<file path="config.mk">
export PLATFORM = sky130hd
export DESIGN_NAME = serial_paralelo_com
export DESIGN_NICKNAME = d
export VERILOG_FILES = /design/src/rtl/serial_paralelo_com_pkg.sv /design/src/rtl/serial_paralelo_com.sv
export SDC_FILE = /design/constraint.sdc
export NUM_CORES = 1
export LEC_CHECK = 0
export CAP_MARGIN = 5
export CELL_PAD_IN_SITES_DETAIL_PLACEMENT = 0
export CELL_PAD_IN_SITES_GLOBAL_PLACEMENT = 1
export CORE_ASPECT_RATIO = 0.75
export CORE_MARGIN = 2
export CORE_UTILIZATION = 43
export CTS_CLUSTER_DIAMETER = 50
export CTS_CLUSTER_SIZE = 20
export DETAILED_ROUTE_END_ITERATION = 8
export GPL_TIMING_DRIVEN = 0
export PLACE_DENSITY_LB_ADDON = 0.08
export SYNTH_ARGS = -nofsm -noshare
export SYNTH_HDL_FRONTEND = slang
export SYNTH_SLANG_ARGS = --single-unit
</file>
<file path="constraint.sdc">
create_clock -name clk_32f -period 5 [get_ports clk_32f]
set_clock_uncertainty 0.15 [all_clocks]
set_input_delay 1.25 -clock clk_32f [delete_from_list [all_inputs] [get_ports clk_32f]]
set_output_delay 1.25 -clock clk_32f [all_outputs]
set_load 0.05 [all_outputs]
</file>
<file path="src/rtl/serial_paralelo_com_pkg.sv">
// Shared definitions for the serial-to-parallel receive deserializer.
// COM character, lock threshold default and the alignment FSM encoding.
package serial_paralelo_com_pkg;

    localparam logic [7:0] COM_CHAR      = 8'hBC;
    localparam int         COM_COUNT_DEF = 4;
    localparam int         CNT_W         = 4;
    localparam int         BIT_W         = 3;

    typedef enum logic [1:0] {
        SEARCH  = 2'd0,
        LOCKING = 2'd1,
        ACTIVE  = 2'd2
    } state_t;

endpackage

</file>
<file path="src/rtl/serial_paralelo_com.sv">
// Receive deserializer: hunts for the COM character bit by bit, locks
// byte phase after COM_COUNT aligned COMs, then emits aligned bytes.
module serial_paralelo_com
    import serial_paralelo_com_pkg::*;
#(
    parameter logic [7:0] COM       = COM_CHAR,
    parameter int         COM_COUNT = COM_COUNT_DEF
) (
    input  logic       clk_32f,
    input  logic       reset,
    input  logic       data_in,
    output logic [7:0] data_out,
    output logic       valid_out,
    output logic       byte_strobe,
    output logic       active
);

    localparam logic [CNT_W-1:0] CNT_MAX = CNT_W'(COM_COUNT);
    localparam logic [BIT_W-1:0] LAST_BIT = '1;

    state_t             state;
    state_t             state_d;
    logic [6:0]         sr;
    logic [7:0]         sr_next;
    logic [BIT_W-1:0]   bit_cnt;
    logic [BIT_W-1:0]   bit_cnt_d;
    logic [CNT_W-1:0]   com_cnt;
    logic [CNT_W-1:0]   com_cnt_d;
    logic [CNT_W-1:0]   com_cnt_inc;
    logic [7:0]         data_d;
    logic               valid_d;
    logic               strobe_d;
    logic               boundary;
    logic               is_com;

    // Only seven bits of history are kept; the eighth is the live input.
    assign sr_next     = {sr, data_in};
    assign is_com      = (sr_next == COM);
    assign boundary    = (bit_cnt == LAST_BIT);
    assign com_cnt_inc = (com_cnt >= CNT_MAX) ? CNT_MAX
                                              : com_cnt + 1'b1;

    always_comb begin
        state_d   = SEARCH;
        bit_cnt_d = bit_cnt;
        com_cnt_d = com_cnt;
        data_d    = data_out;
        valid_d   = valid_out;
        strobe_d  = 1'b0;
        case (state)
            SEARCH: begin
                state_d = SEARCH;
                if (is_com) begin
                    bit_cnt_d = '0;
                    com_cnt_d = CNT_W'(1);
                    state_d   = (COM_COUNT == 1) ? ACTIVE : LOCKING;
                end
            end
            LOCKING: begin
                state_d   = LOCKING;
                bit_cnt_d = bit_cnt + 1'b1;
                if (boundary) begin
                    if (is_com) begin
                        com_cnt_d = com_cnt_inc;
                        if (com_cnt_inc == CNT_MAX)
                            state_d = ACTIVE;
                    end else begin
                        com_cnt_d = '0;
                        state_d   = SEARCH;
                    end
                end
            end
            ACTIVE: begin
                // Phase is frozen by the locking COM; off-phase COMs are data.
                state_d   = ACTIVE;
                bit_cnt_d = bit_cnt + 1'b1;
                if (boundary) begin
                    data_d   = sr_next;
                    valid_d  = !is_com;
                    strobe_d = 1'b1;
                end
            end
            default: begin
                state_d = SEARCH;
            end
        endcase
    end

    always_ff @(posedge clk_32f) begin
        if (reset) begin
            state       <= SEARCH;
            sr          <= '0;
            bit_cnt     <= '0;
            com_cnt     <= '0;
            data_out    <= 8'h00;
            valid_out   <= 1'b0;
            byte_strobe <= 1'b0;
            active      <= 1'b0;
        end else begin
            state       <= state_d;
            sr          <= sr_next[6:0];
            bit_cnt     <= bit_cnt_d;
            com_cnt     <= com_cnt_d;
            data_out    <= data_d;
            valid_out   <= valid_d;
            byte_strobe <= strobe_d;
            active      <= (state_d == ACTIVE);
        end
    end

endmodule

</file>
==> flow_summary.toml, run 1 <==
[die]
io-pin-count = 14
dieArea_um2 = 3020
fp.coreArea_um2 = 2380
die_x_um = 62.8
row_count = 15
fp.dieH_um = 48.1
start_util_pct = 46.7

[pwr]
p_int_mw = 0.250
power_density_nw_per_um2 = 243
pwr-share-comb_pct = 2.2
p_leak_nw = 0.479
power.switching_mw = 0.0668
seqPwrFrac_pct = 68.7
p_sw_share_pct = 21.1
pwr-share-clk_pct = 29.1
total_power_mw = 0.317
irDropWorstVdd_mv = 0.178

[sta]
rsz0062_at_grt = "false"
setup_viol = 0
tightest_slew_ns = 0.861
slew-limit-headroom_pct = 42.1
fin_crit_ns = 2.88
clock.fmax_ghz = 0.347
finalHoldViolations = 0
finalSetupTns_ns = 0
fin_crit_sh_pct = 57.6
slew_viol_final = 0

[hold_path]
min_to = "data_out[5]"
holdPathStages = 2
hold_path_class = "reg -> reg"
min_from = "data_out[5]"

[yosys]
synth_top_area_share_pct = 48.5
yosys.cell_count.top_type = "dfxtp_1"
synth_edf_count = 0
synthTopCellsByArea = "dfxtp_1, ha_1, nand2_1"
synthesis.area_um2 = 1110
ys.flop_type = "dfxtp_1"
synthCells = 122
synth_area_leader_cell = "dfxtp_1"
synthArstFlopShare_pct = 0
seq_area_frac_synth_pct = 48.5
yosys_register_bits = 27
synth_commonest_cells = "dfxtp_1, nand2_1, a21oi_1, ha_1, nor2b_1"
synth.avg_cell_area_um2 = 9.13
yosys_warnings = 0
synth_nets = 132
yosys.cell_types.count = 32

[detailed_routing]
initialDrtViolationCount = 51
wl_met3_um = 101
via_count = 901
met1_length_um = 1140
route.top_layer_used = "met3"
ant_nets = 0
wl_met2_um = 912
first_pass_iters = 4
vias_per_cell = 5.24
drc = 0
routed_wl_um = 2150
wl_per_cell_um = 12.5

[critical_path]
critPathCaptureType = "output pin"
path_buf_inv = 1
critPathSlowestCell = "clkdlybuf4s50_1"
path_cells = "clkdlybuf4s50_1"
crit_cells = 1
rrSetupSlack_ns = 3.06
critPathLaunchType = "flip-flop"
worstReg2RegStart = "sr[4]"
path_class = "reg -> out"
crit_family = "buffers and inverters"
crit_path_max_incr_delay_ns = 0.80
cp.arrival_ns = 1.48
crit_fanout = 2
r2r-end = "active"
r2r_cells = 4
crit_required_ns = 3.60

[layout]
fillers = 234
area_delta_synth_final_pct = 17.0
antennaDiodeCount = 0
drive_above_1_share_pct = 5.07
num-nets-final = 149
fin_cells = 172

[clock_network]
htreeDepth = 1
post_cts_buffers = 0
cts_root_buffer = "clkbuf_4"
clkTransAtPathRegs_ns = 0.13
cts_tree = "yes"
cts.sink_count = 27
cts_hold_buf = 0
ctsResizeCount = 0
cts_buffers = 3
max-clock-path-buffers = 2
clk_latency_ns = 0.32

[run]
cap_violations = 0

[global_route]
grt_pass1_wl_um = 3540
grt_util_all_layers_pct = 15.7
antenna_found_initial = 0
grt_max_degree = 15
grt-ovfl-total = 0
grt_pass1_vias = 762

[placed_design]
globalplace.congestion = 0.761
place_inst = 168
port_buffers = 12
dp_hpwl_um = 1620

[run_status]
status = "finished, final reports clean"
==> layer usage <==
layer  global-route usage, %  up-vias
met2                    25.2       25
met5                       0        -
met3                    4.94        0
met1                    21.7      413
met4                    2.67        0
li1                        -      463
==> placed cells by master (no fill, tap or decap), drive strengths merged, types with 2 or more instances in the layout <==
cell	n
dfxtp	27
nand2	21
a21oi	13
clkdlybuf4s50	12
clkbuf	8
nor2b	7
ha	7
o21ai	6
inv	4
nor3	4
nor2	3
nand2b	2
o2111ai	2
and2	2
a31oi	2
nand4	2
nor4	2
==> worst max-delay path by stage <==
stage,slack [ns],startpoint,endpoint
2_1_floorplan,2.52,data_in,bit_cnt[0]
3_3_place_gp,1.78,data_in,active
3_5_place_dp,1.79,data_in,active
4_1_cts,2.09,data_out[3],data_out[3]
5_1_grt,1.96,data_in,active
6_report,2.12,data_out[3],data_out[3]
==> cells by family (layout without fill, tap and decap cells) <==
kind of cell / count (synthesis) / after routing / share of synthesized area, %
AND/OR/NAND/NOR: 49 / 49 / 23.7
AO/OA/AOI/OAI: 31 / 31 / 17.2
flip-flops: 27 / 27 / 48.5
buffers and inverters: 8 / 24 / 2.70
adder cells (fa/ha/maj): 7 / 7 / 7.86
==> layout make-up <==
cell class / count / area, um^2 / area share [%]
well taps: 34 / 42.5 / 3.27
multi-input cells: 87 / 543 / 41.7
inverters: 4 / 15.0 / 1.15
plain buffers: 4 / 15.0 / 1.15
repair buffers: 12 / 120 / 9.22
flip-flops and latches: 27 / 541 / 41.5
clock buffers: 4 / 26.3 / 2.02
==> power by group through the flow <==
stage	clock (mW)	sequential, mW	combinational [mW]
2_1_floorplan	0	0.222	0.00413
3_3_place_gp	0	0.222	0.00687
3_5_place_dp	0	0.222	0.00695
4_1_cts	0.0963	0.218	0.00700
5_1_grt	0.105	0.218	0.00784
6_report	0.0922	0.218	0.00697
==> sequential cells by signal (all words and copies together), names as in the netlist <==
name,flops
bit_cnt,3
data_out,8
state,2
active,1
valid_out,1
byte_strobe,1
com_cnt,4
sr,7
==> stage by stage <==
step	hold WS, ns	setup WS, ns	instance area (um^2)	util [%]
global placement	0.294	1.78	1280	53.5
CTS	0.316	2.09	1300	54.6
finish	0.314	2.12	1300	54.6
global route	0.335	1.96	1300	54.6
floorplan	0.282	2.52	1110	-
detailed placement	0.297	1.79	1280	53.5
No activity file was read; power rests on OpenSTA's default activity.
==> run 2: changes to the inputs <==
--- a/config.mk
+++ b/config.mk
@@ -10,7 +10,7 @@
 export CELL_PAD_IN_SITES_GLOBAL_PLACEMENT = 1
 export CORE_ASPECT_RATIO = 0.75
 export CORE_MARGIN = 2
-export CORE_UTILIZATION = 43
+export CORE_UTILIZATION = 40
 export CTS_CLUSTER_DIAMETER = 50
 export CTS_CLUSTER_SIZE = 20
 export DETAILED_ROUTE_END_ITERATION = 8
==> constraint.sdc (replaced) <==
create_clock -name clk_32f -period 3 [get_ports clk_32f]
set_clock_uncertainty 0.15 [all_clocks]
set_input_delay 0.75 -clock clk_32f [delete_from_list [all_inputs] [get_ports clk_32f]]
set_output_delay 0.75 -clock clk_32f [all_outputs]
set_load 0.05 [all_outputs]
==> run 2 against run 1 <==
  * Combinational power rose by 68%
  * Routed wire length up 4.2%
  * Final cell count grew 1.2%
  * Utilization is 4.2 points lower
  * Sequential power increased by 66%
  * Design area rose by 1.6%
  * Via count is 0.44% lower
  * Flip-flop and latch count unchanged
  * Sequential share of layout area decreased by 0.67 points
  * Die area is 6.9% higher
  * First-iteration DRC count shrank 22%
  * Non-clock buffer count unchanged
  * Critical path type is now in -> reg
==> flow_summary.toml, run 2 (synthesis results as in run 1) <==
[pwr]
p_leak_nw = 0.487
total_power_mw = 0.580
power_density_nw_per_um2 = 438
irDropWorstVdd_mv = 0.268

[critical_path]
worstReg2RegStart = "sr[4]"
critPathCaptureType = "flip-flop"
path_cells = "clkdlybuf4s50_1 -> nor4_2 -> a31o_2 -> a21boi_0"
crit_family = "simple AND/OR/NAND/NOR gates"
cp.arrival_ns = 2.56
critPathSlowestCell = "nor4_2"
path_buf_inv = 1
crit_fanout = 9
critPathLaunchType = "input port"
rrSetupSlack_ns = 0.99
crit_path_max_incr_delay_ns = 0.85
path_class = "in -> reg"
crit_required_ns = 3.04
r2r-end = "active"
r2r_cells = 4

[layout]
num-nets-final = 149
largest_register = "data_out"
largest_register_ffs = 8
area_delta_synth_final_pct = 18.9
antennaDiodeCount = 0
drive_above_1_share_pct = 5.07
fin_cells = 174
biggestRegsByFlops = "data_out (8), sr (7), com_cnt (4)"
layout_commonest_cell = "dfxtp_1"
final_cell_mix = "dfxtp_1, nand2_1, a21oi_1"

[hold_path]
holdPathStages = 2
hold_path_class = "reg -> reg"
min_to = "data_out[3]"
min_from = "data_out[3]"

[placed_design]
globalplace.congestion = 0.736
dp_hpwl_um = 1660
place_inst = 170
port_buffers = 12

[sta]
fin_crit_sh_pct = 84.1
slew-limit-headroom_pct = 37.7
rsz0062_at_grt = "false"
finalHoldViolations = 0
slew_viol_final = 0
fin_crit_ns = 2.52
setup_viol = 0
finalSetupTns_ns = 0
tightest_slew_ns = 0.927
clock.fmax_ghz = 0.397

[detailed_routing]
routed_wl_um = 2240
vias_per_cell = 5.16
drc = 0
initialDrtViolationCount = 40
first_pass_iters = 4
ant_nets = 0
via_count = 897
wl_per_cell_um = 12.9

[die]
io-pin-count = 14
row_count = 16
fp.dieH_um = 49.7
die_x_um = 64.9
start_util_pct = 42.5
fp.coreArea_um2 = 2620
dieArea_um2 = 3230

[global_route]
grt_util_all_layers_pct = 14.6
grt_pass1_wl_um = 3590
antenna_found_initial = 0
grt-ovfl-total = 0
grt_pass1_vias = 740
grt_max_degree = 15

[clock_network]
max-clock-path-buffers = 2
cts_hold_buf = 0
post_cts_buffers = 0
ctsResizeCount = 0
cts.sink_count = 27
cts_root_buffer = "clkbuf_8"
htreeDepth = 1
cts_tree = "yes"
clk_latency_ns = 0.27
cts_buffers = 3
clkTransAtPathRegs_ns = 0.08

[run]
cap_violations = 0

[run_status]
status = "finished, final reports clean"
run 2: worst register-to-register path, delay by kind of cell (launching register included):
| family | cells | cell delay [ns] |
|---|---|---|
| AOI/OAI and AO/OA | 2 | 0.47 |
| DFF | 1 | 0.37 |
| and+or+nand+nor | 2 | 0.94 |
run 2: layout make-up:
cell class | instances | area, um^2
inverter | 4 | 15.0
timing repair buffer | 12 | 120
buffer | 4 | 15.0
fill | 265 | 1300
sequential | 27 | 541
clock buffer | 4 | 45.0
tap | 36 | 45.0
multi-input combinational | 87 | 543
run 2: worst max-delay path by stage:
stage / startpoint / end / slack (ns) / cells after the start
global placement: data_in / active / 0.28 / 4
floorplan: data_in / bit_cnt[0] / 1.02 / 3
finish: data_in / active / 0.48 / 4
global route: data_in / active / 0.35 / 4
detailed placement: data_in / active / 0.24 / 4
CTS: data_in / active / 0.50 / 4
run 2: report_power, final:
group / internal, mW / switching [mW]
Combinational: 0.00385 / 0.00786
Clock: 0.0952 / 0.111
Sequential: 0.360 / 0.00206
run 2: routing by layer:
layer | global-route usage [%] | part of all wire, % | vias to the layer above
met5 | 0 | 0 | -
met4 | 2.13 | 0 | 0
met3 | 4.11 | 5.0 | 0
met2 | 21.3 | 42 | 21
met1 | 21.9 | 53 | 415
li1 | - | - | 461
run 2: per-stage QoR:
| step | utilization (%) | setup WS [ns] | cell area (um^2) | hold slack, ns |
|---|---|---|---|---|
| after floorplan | - | 1.02 | 1110 | 0.282 |
| after global placement | 48.8 | 0.280 | 1280 | 0.293 |
| after detailed placement | 48.8 | 0.239 | 1280 | 0.297 |
| after CTS | 50.5 | 0.497 | 1320 | 0.310 |
| after global routing | 50.5 | 0.353 | 1320 | 0.337 |
| final | 50.5 | 0.478 | 1320 | 0.308 |
==> run 3: changes to the inputs <==
--- a/config.mk
+++ b/config.mk
@@ -10,7 +10,7 @@
 export CELL_PAD_IN_SITES_GLOBAL_PLACEMENT = 1
 export CORE_ASPECT_RATIO = 0.75
 export CORE_MARGIN = 2
-export CORE_UTILIZATION = 40
+export CORE_UTILIZATION = 36
 export CTS_CLUSTER_DIAMETER = 50
 export CTS_CLUSTER_SIZE = 20
 export DETAILED_ROUTE_END_ITERATION = 8
==> constraint.sdc (replaced) <==
create_clock -name clk_32f -period 2.16 [get_ports clk_32f]
set_clock_uncertainty 0.15 [all_clocks]
set_input_delay 0.54 -clock clk_32f [delete_from_list [all_inputs] [get_ports clk_32f]]
set_output_delay 0.54 -clock clk_32f [all_outputs]
set_load 0.05 [all_outputs]
==> run 3 against run 2 <==
  * Setup slack lost 0.43 ns
  * Clock power grew 38%
  * Power grew 39%
  * Via count grew 1.4%
  * Non-clock buffer count is the same
  * Critical path depth shrank 3
  * Flip-flop and latch count is the same
  * Routed wire length grew 1.6%
  * Sequential power grew 39%
==> flow_summary.toml, run 3 (synthesis results as in run 1) <==
[run_status]
status = "finished, final reports clean"

[sta]
slew-limit-headroom_pct = 61.7
fin_crit_ns = 2.11
slew_viol_final = 0
setup_viol = 0
finalHoldViolations = 0
clock.fmax_ghz = 0.474
fin_crit_sh_pct = 97.7
tightest_slew_ns = 0.571
whs_ns = 0.306
rsz0062_at_grt = "false"

[clock_network]
cts.sink_count = 27
max-clock-path-buffers = 2
htreeDepth = 1
cts_root_buffer = "clkbuf_8"
cts_tree = "yes"
clkTransAtPathRegs_ns = 0.09
cts_hold_buf = 0
clk_latency_ns = 0.27
cts_buffers = 3

[layout]
layout_commonest_cell = "dfxtp_1"
num-nets-final = 149
area_delta_synth_final_pct = 20.1
drive_above_1_share_pct = 5.07
antennaDiodeCount = 0
fillers = 299
largest_register = "data_out"
biggestRegsByFlops = "data_out (8), sr (7), com_cnt (4)"
fin_util_pct = 45.6
final_cell_mix = "dfxtp_1, nand2_1, a21oi_1"
largest_register_ffs = 8

[global_route]
antenna_found_initial = 0
grt-ovfl-total = 0
grt_pass1_wl_um = 3840
grt_pass1_vias = 797
grt_util_all_layers_pct = 15.1
grt_max_degree = 15

[die]
fp.dieH_um = 52.2
row_count = 17
die_x_um = 68.2
dieArea_um2 = 3560
start_util_pct = 37.9
fp.coreArea_um2 = 2940
io-pin-count = 14

[critical_path]
crit_path_max_incr_delay_ns = 0.80
path_cells = "clkdlybuf4s50_1"
path_class = "reg -> out"
crit_fanout = 2
crit_required_ns = 1.47
crit_family = "buffers and inverters"
critPathSlowestCell = "clkdlybuf4s50_1"
path_buf_inv = 1
critPathLaunchType = "flip-flop"
critPathCaptureType = "output pin"
cp.arrival_ns = 1.42

[pwr]
irDropWorstVdd_mv = 0.376
power_density_nw_per_um2 = 602
p_leak_nw = 0.508
total_power_mw = 0.805

[detailed_routing]
routed_wl_um = 2280
wl_per_cell_um = 12.9
via_count = 910
initialDrtViolationCount = 47
vias_per_cell = 5.17
ant_nets = 0
first_pass_iters = 4
drc = 0

[placed_design]
globalplace.congestion = 0.792
port_buffers = 12
dp_hpwl_um = 1660

[hold_path]
hold_path_class = "reg -> reg"

[run]
cap_violations = 0
==> run 3: changes by cell type in the layout (fill, tap and decap cells not counted), sizes merged <==
cell	before	now
dlymetal6s2s	0	1
clkdlybuf4s50	12	11
==> run 3: timing repair <==
| item | 4_1_cts | 5_1_grt |
|---|---|---|
| endpoints found under the setup margin | 4 | 3 |
| cloned | 0 | 0 |
| gates resized for setup | 1 | 2 |
| pin swaps | 0 | 1 |
| buffers inserted | 0 | 0 |
==> run 3: per-layer routing <==
layer / up-vias / wire length [um] / track usage [%]
met4: 0 / 31 / 5.00
met1: 427 / 1210 / 21.6
li1: 464 / - / -
met5: - / 0 / 0
met2: 14 / 954 / 21.0
met3: 5 / 87 / 5.19
==> run 3: cell type report <==
type                       count  area [um^2]  share of cell area [%]
buffer                         4         15.0                    1.12
tap                           38         47.5                    3.55
multi-input combinational     87          552                    41.3
clock buffer                   4         45.0                    3.37
timing repair buffer          12          123                    9.17
sequential                    27          541                    40.4
inverter                       4         15.0                    1.12
==> run 3: power breakdown <==
part,switching (mW),internal (mW)
sequential,0.00312,0.500
combinational,0.0110,0.00544
clock,0.153,0.132
==> run 3: worst reg2reg max path: cells and delay by family (launching register included) <==
kind / cells / cell delay, ns
compound gates: 2 / 0.64
flops: 1 / 0.33
simple gates: 2 / 0.69
==> run 3: worst paths after layout <==
path / from / end / slack, ns / cells after the start
worst max-delay path: data_out[0] / data_out[0] / 0.05 / 1
worst min-delay path: data_out[3] / data_out[3] / 0.31 / 2
worst max register to register: sr[5] / bit_cnt[0] / 0.29 / 4
worst min register to register: data_out[3] / data_out[3] / 0.31 / 2
==> run 3: through the flow <==
| stage | TNS [ns] | instance area (um^2) | setup WS (ns) | instances |
|---|---|---|---|---|
| final | 0 | 1340 | 0.0500 | 176 |
| after global routing | 0 | 1340 | 0.00440 | 176 |
| after CTS | 0 | 1340 | 0.00823 | 176 |
| after detailed placement | -2.99 | 1280 | -0.413 | 172 |
| after global placement | -2.65 | 1280 | -0.358 | 172 |
| after floorplan | 0 | 1110 | 0.385 | 122 |
